[src/rtl/adc_formatea_prom.sv]
// ADC sample formatter: offset-binary to two's complement, optional 2^AVG_LOG2 averaging,
// left-aligned signed output with a one-cycle strobe. Define ADC_FORMATEA_CLIP_EN for the sticky clip flag.
module adc_formatea_prom #(
    parameter int ADC_BITS   = 12,
    parameter int OUT_BITS   = 25,
    parameter int FRAC_SHIFT = 2,
    parameter int AVG_LOG2   = 0,
    parameter int OFFSET_BIN = 1
) (
    input  logic                clk,
    input  logic                reset,
    input  logic                en,
    input  logic [ADC_BITS-1:0] dato,
    input  logic                dato_listo,
`ifdef ADC_FORMATEA_CLIP_EN
    input  logic                clr_clip,
    output logic                clip,
`endif
    output logic [OUT_BITS-1:0] out,
    output logic                out_listo,
    output logic [AVG_LOG2:0]   cuenta
);

    localparam int ACC_W = ADC_BITS + AVG_LOG2;
    localparam logic [AVG_LOG2:0] N_MUESTRAS = (AVG_LOG2+1)'(1 << AVG_LOG2);
    localparam logic [AVG_LOG2:0] UNO        = (AVG_LOG2+1)'(1);
    localparam logic ACUM   = 1'b0;
    localparam logic SALIDA = 1'b1;

    generate
        if (AVG_LOG2 < 0 || AVG_LOG2 > 4 || OUT_BITS < ADC_BITS + FRAC_SHIFT) begin : g_param_invalido
            $error("adc_formatea_prom: AVG_LOG2 must be 0..4 and OUT_BITS >= ADC_BITS+FRAC_SHIFT");
        end
    endgenerate

    logic                       estado;
    logic signed [ADC_BITS-1:0] s;
    logic signed [ACC_W-1:0]    acc;
    logic signed [ACC_W-1:0]    base;
    logic signed [ACC_W-1:0]    suma;
    logic signed [ACC_W-1:0]    media;
    logic signed [OUT_BITS-1:0] palabra;
    logic [AVG_LOG2:0]          base_cnt;
    logic [AVG_LOG2:0]          sig_cnt;
    logic                       acepta;
    logic                       nuevo;
    logic                       grupo_lleno;

    always_comb begin
        s = dato;
        if (OFFSET_BIN != 0) begin
            s[ADC_BITS-1] = ~dato[ADC_BITS-1];
        end
        acepta = en & dato_listo;
        // A sample arriving in SALIDA (or with nothing accumulated) opens a fresh group.
        nuevo       = (estado == SALIDA) || (cuenta == '0);
        base        = nuevo ? '0 : acc;
        base_cnt    = nuevo ? '0 : cuenta;
        suma        = base + ACC_W'(s);
        sig_cnt     = base_cnt + UNO;
        grupo_lleno = (sig_cnt == N_MUESTRAS);
        media       = suma >>> AVG_LOG2;
        palabra     = OUT_BITS'(media) <<< FRAC_SHIFT;
    end

    always_ff @(posedge clk) begin
        if (reset) begin
            estado    <= ACUM;
            acc       <= '0;
            cuenta    <= '0;
            out       <= '0;
            out_listo <= 1'b0;
        end else begin
            out_listo <= 1'b0;
            if (acepta) begin
                acc    <= suma;
                cuenta <= sig_cnt;
                if (grupo_lleno) begin
                    out       <= palabra;
                    out_listo <= 1'b1;
                    estado    <= SALIDA;
                end else begin
                    estado <= ACUM;
                end
            end else begin
                estado <= ACUM;
                if (!en || estado == SALIDA) begin
                    cuenta <= '0;
                end
                if (!en) begin
                    acc <= '0;
                end
            end
        end
    end

`ifdef ADC_FORMATEA_CLIP_EN
    // Full scale is either rail of the raw code; a set in the same cycle as a clear wins.
    always_ff @(posedge clk) begin
        if (reset) begin
            clip <= 1'b0;
        end else if (acepta && (dato == '0 || &dato)) begin
            clip <= 1'b1;
        end else if (clr_clip) begin
            clip <= 1'b0;
        end
    end
`endif

endmodule

[config.mk]
export PLATFORM = sky130hd
export DESIGN_NAME = adc_formatea_prom
export DESIGN_NICKNAME = d
export VERILOG_FILES = /design/src/rtl/adc_formatea_prom.sv
export SDC_FILE = /design/constraint.sdc
export NUM_CORES = 1
export LEC_CHECK = 0
export CAP_MARGIN = 20
export CORE_MARGIN = 2
export CORE_UTILIZATION = 49
export DETAILED_ROUTE_END_ITERATION = 8
export HOLD_SLACK_MARGIN = 0.02
export PLACE_DENSITY = 0.79
export SYNTH_ARGS = -nofsm -noshare
export SYNTH_HDL_FRONTEND = slang
export SYNTH_SLANG_ARGS = --single-unit
[constraint.sdc]
create_clock -name clk -period 2.6 [get_ports clk]
set_input_delay 0.26 -clock clk [delete_from_list [all_inputs] [get_ports clk]]
set_output_delay 0.26 -clock clk [all_outputs]
set_load 0.005 [all_outputs]
; ---- Word-level counts from Yosys, hierarchy flattened
; Cells that the tools add are included.
; Widths: inputs -> output; s select.
[word_totals]
reg_bits = 26
input_bits = 16
out_inout_bits = 27
elab_cells = 24
[classes]
n_addsub = 2
eq_ne = 1
mux = 7
bitwise = 4
n_reduce_logical = 6
[ops]
columns = operator, n
row1 = $mux 12, 3
row2 = $add 12x12->12, 1
row3 = $mux 1, 4
row4 = $not 1->1, 3
row5 = $logic_or 1x1->1, 2
row6 = $ne 2x1->1 const B, 1
row7 = $reduce_and 2->1, 1
row8 = $reduce_bool 2->1, 1
row9 = $reduce_or 2->1, 1
row10 = $add 1x1->1 const B, 1
row11 = $and 1x1->1, 1
row12 = $logic_not 1->1, 1

; ---- Longest topological paths before layout
[depth]
ltp_word = 5
mapped_depth = 10
ltp_nobuf = 9

; ---- Least setup slack after synthesis
; No wires, ideal clock.
[synth_path]
path_kind = register to register
startpoint = register cuenta
endpoint = register acc[6]
setup_ps = 122
t_arrival_ps = 2217
required_time_ps = 2478
setup_slack_ps = 261
path_stages_with_launch = 10
n_path_buf = 1
synth_period_minus_slack_ps = 2339
path_cell_list = dfxtp_1 nor2b_4 clkbuf_1 and2_1 fa_1 a211o_1 a21oi_1 o21ba_2 nor4_1 a311o_1
[synth_between]
elab_chain_cells = 5
[synth_rtl]
columns = item, line
row1 = "start, declared", 21  ; output logic [AVG_LOG2:0] cuenta
row2 = "start signal, assigned", 77  ; cuenta <= sig_cnt;
row3 = $not 1->1, 56  ; nuevo = (estado == SALIDA) || (cuenta == '0);
row4 = $logic_or 1x1->1, 56
row5 = $mux 12, 57  ; base = nuevo ? '0 : acc;
row6 = $add 12x12->12, 59  ; suma = base + ACC_W'(s);
row7 = $mux 12, 75  ; if (acepta) begin
row8 = "end signal, assigned", 76  ; acc <= suma;
row9 = "end, declared", 38  ; logic signed [ACC_W-1:0] acc;
; No other way between the ends.
; A chain may end at the register's enable or synchronous reset.

; ---- Worst setup path in the final report
[layout_path]
startpoint = register estado
endpoint = register acc[6]
[layout_between]
elab_chain_cells = 4
[layout_rtl]
columns = item, line
row1 = "start, declared", 36  ; logic estado;
row2 = "start signal, assigned", 68  ; estado <= ACUM;
row3 = "start signal, assigned", 81  ; estado <= SALIDA;
row4 = "start signal, assigned", 83  ; estado <= ACUM;
row5 = $logic_or 1x1->1, 56
row6 = $mux 12, 57
row7 = $add 12x12->12, 59
row8 = $mux 12, 75
; No other way between the ends.

==> run metrics <==
Vias/cell 5.59; GRT Total Usage 20.6%; I/O pin total 43; Flop pwr share a little over half; Post-Route WL slightly above 4000 um; PwrDens ~360 nW/um2; H-tree depth 1; Post-synth EDFFs 0; Mapped Cells 216; die area 4090 um2; FF/Latch Area 520 um2; antenna fix cells 0; Synth Area in Adders roughly 9.0%; internal power around 570 uW; largest family of logic cells by synthesized area simple AND/OR/NAND/NOR gates; Post-Syn Area per Cell 8.14 um2; Rows 21; DRC violations left 0; CP required 2830 ps; post-synthesis compound-gate area fraction 19.5%; worst-path fanout max 10; Setup violations, final 0; initial antenna violation count 0; crit path DAT approximately 2700 ps; clock-pin slew on the worst setup and hold paths about 140 ps; Tcrit/Tclk final between 90% and 100%; leak pwr 0.865 nW; proportion of synthesized area in mux cells 3.98%; max-cap viol count 0; CP max stage delay 430 ps; core footprint around 3400 um2; cts bufs inserted 3; antenna-violating nets left 0; Worst path slowest cell fa_1; GP Congestion 0.898; Sink Count 26; CTS tree yes; Fin Clk Skew around 3.5 ps; CP Capture Type flip-flop; hold-fix buffers at CTS 0; largest net degree at the start of global routing 18; dpl hpwl about 3000 um; area share of and/or/nand/nor cells after synthesis roughly a quarter; xor/xnor share of the synthesized area 1.99%; final worst slack about 120 ps; dominant synthesized flop cell dfxtp_1; multi-input logic area 1080 um2; first-pass GRT wire length 6820 um; CTS Buffer Depth 2; switching share of total power 27.7%; Layout area overhead 23.9%; Worst Setup Start Kind flip-flop; Inst Count DP 289; Peak VDD IR between 200 and 250 uV; Max Fclk 0.403 GHz; Logic pwr share 23.5%; PortBufs 40; Chip Height 63.9 um; Clock power frac 22.0%; root buf cell clkbuf_4; WHS about 470 ps; switching pwr approximately 220 uW; Clock Latency Late Sink between 300 and 400 ps; Place WS 31.0 ps; share of layout cells above drive strength 1 8.50%; status finished, final reports clean; Cell Area, Synth 1760 um2; critical path class flip-flop to flip-flop; nets@finish 277; DRT Pass-1 Iters 4; Hold Path Class flip-flop to flip-flop; Hold Fails Final Rpt 0; CP cell instances nor2b_4 -> and2_1 -> ha_1 -> fa_1 -> a211o_1 -> a21oi_2 -> o21ba_2 -> nor4_1 -> a311o_1; GR Overflow Total 0; chip width 63.9 um; Initial Utilization 51.9%; vias in the first global route ~1500; synthesis warning total 0; count of non-filler cells in the finished layout 293; max-slew violations 0; fillers 304; DRT iter0 DRCs 60; Cell variety after synth 51; routed vias 1639; drt wl/cell 14.0 um; post-layout min period 2480 ps; FF+latch count, synth 26; async set-reset flop share out of synthesis 0%; sequential-to-total area share from yosys stat 29.6%
placed cells by master, fill, tap and decap left out, types with 2 or more instances in the layout:
| cell type | netlist | layout |
|---|---|---|
| a21o_1 | 4 | 4 |
| nand2b_1 | 2 | 2 |
| a21oi_2 | 1 | 2 |
| buf_4 | 14 | 10 |
| clkdlybuf4s50_1 | 0 | 40 |
| o2111ai_1 | 2 | 2 |
| a32oi_1 | 3 | 3 |
| nand4b_1 | 2 | 2 |
| a211o_1 | 2 | 2 |
| dfxtp_1 | 26 | 26 |
| a21oi_1 | 17 | 16 |
| clkinv_1 | 2 | 2 |
| a211oi_1 | 3 | 3 |
| inv_1 | 3 | 3 |
| nand4_1 | 3 | 3 |
| and2_1 | 11 | 11 |
| ha_1 | 11 | 11 |
| mux2i_1 | 7 | 7 |
| nand3_1 | 19 | 19 |
| nor3_1 | 5 | 5 |
| clkbuf_4 | 0 | 3 |
| xnor2_1 | 3 | 3 |
| or4_1 | 2 | 2 |
| o21ai_0 | 6 | 6 |
| conb_1 | 1 | 2 |
| nand2_1 | 20 | 20 |
| nor2_1 | 13 | 13 |
| o21a_1 | 2 | 2 |
registers in the layout, indices dropped and copies added, names as in the netlist:
register,count
estado,1
cuenta,1
out,12
acc,12
path summary, 6_finish.rpt:
kind / depth (start not counted) / start / endpoint / slack, ps
setup / recovery: 9 / estado / acc[6] / 120
hold / removal: 2 / out[3] / out[3] / 470
setup reg to reg: 9 / estado / acc[6] / 120
hold reg to reg: 2 / out[3] / out[3] / 470
logic make-up after synthesis:
kind of cell    count (synthesis)
fa+ha+maj                      12
xor+xnor                        4
flops                          26
mux                             7
compound gates                 49
buf+inv                        28
simple gates                   89
other cells                     1
routing by layer:
layer  vias to the layer above  GRT usage (%)  wire (um)
met2                        52           32.7       1840
met1                       751           29.7       1970
met3                         5           2.64        259
met5                         -              0          0
li1                        831              -          -
met4                         0           4.89         41
power by group through the flow:
| stage | logic [mW] | clock network, mW | registers (mW) |
|---|---|---|---|
| 2_1_floorplan | 0.103 | 0 | 0.435 |
| 3_3_place_gp | 0.179 | 0 | 0.435 |
| 3_5_place_dp | 0.181 | 0 | 0.436 |
| 4_1_cts | 0.182 | 0.179 | 0.427 |
| 5_1_grt | 0.201 | 0.193 | 0.430 |
| 6_report | 0.184 | 0.172 | 0.426 |
area by class of cell:
type	count	area share, %
well taps	46	2.64
inverters	5	0.861
repair buffers	50	21.8
multi-input cells	163	49.8
clock buffers	3	1.03
flip-flops and latches	26	23.9
through the flow:
stage                     instance area [um2]  util (%)  total power, mW  TNS (ps)
after floorplan                          1760         -            0.538         0
after global placement                   2150      63.3            0.615         0
after detailed placement                 2150      63.3            0.617         0
after CTS                                2170      64.0            0.788         0
after global routing                     2180      64.3            0.824     -13.5
final                                    2180      64.3            0.783         0
critical path, delay by kind of cell (launching register included):
kind / cells / cell delay (ps)
simple gates: 3 / 300
flops: 1 / 410
fa+ha+maj: 2 / 630
compound gates: 4 / 1050
timing repair:
item                       CTS  global route
gates resized for setup      0             1
buffers inserted             0             1
setup endpoints to repair    0             5
synth_stat cells, types with 3 or more instances:
| cell | number | area (um2) |
|---|---|---|
| nor2_1 | 13 | 48.8 |
| buf_4 | 14 | 105 |
| and2_1 | 11 | 68.8 |
| mux2i_1 | 7 | 70.1 |
| nand3_1 | 19 | 95.1 |
| a21oi_1 | 17 | 85.1 |
| nand2_1 | 20 | 75.1 |
| clkbuf_1 | 6 | 22.5 |
| dfxtp_1 | 26 | 521 |
| ha_1 | 11 | 138 |
| nor3_1 | 5 | 25.0 |
| a32oi_1 | 3 | 26.3 |
| inv_1 | 3 | 11.3 |
| o21ai_0 | 6 | 30.0 |
| buf_2 | 3 | 15.0 |
| nand4_1 | 3 | 18.8 |
| xnor2_1 | 3 | 26.3 |
| a211oi_1 | 3 | 22.5 |
| a21o_1 | 4 | 30.0 |
(Power assumes the default switching activity.)
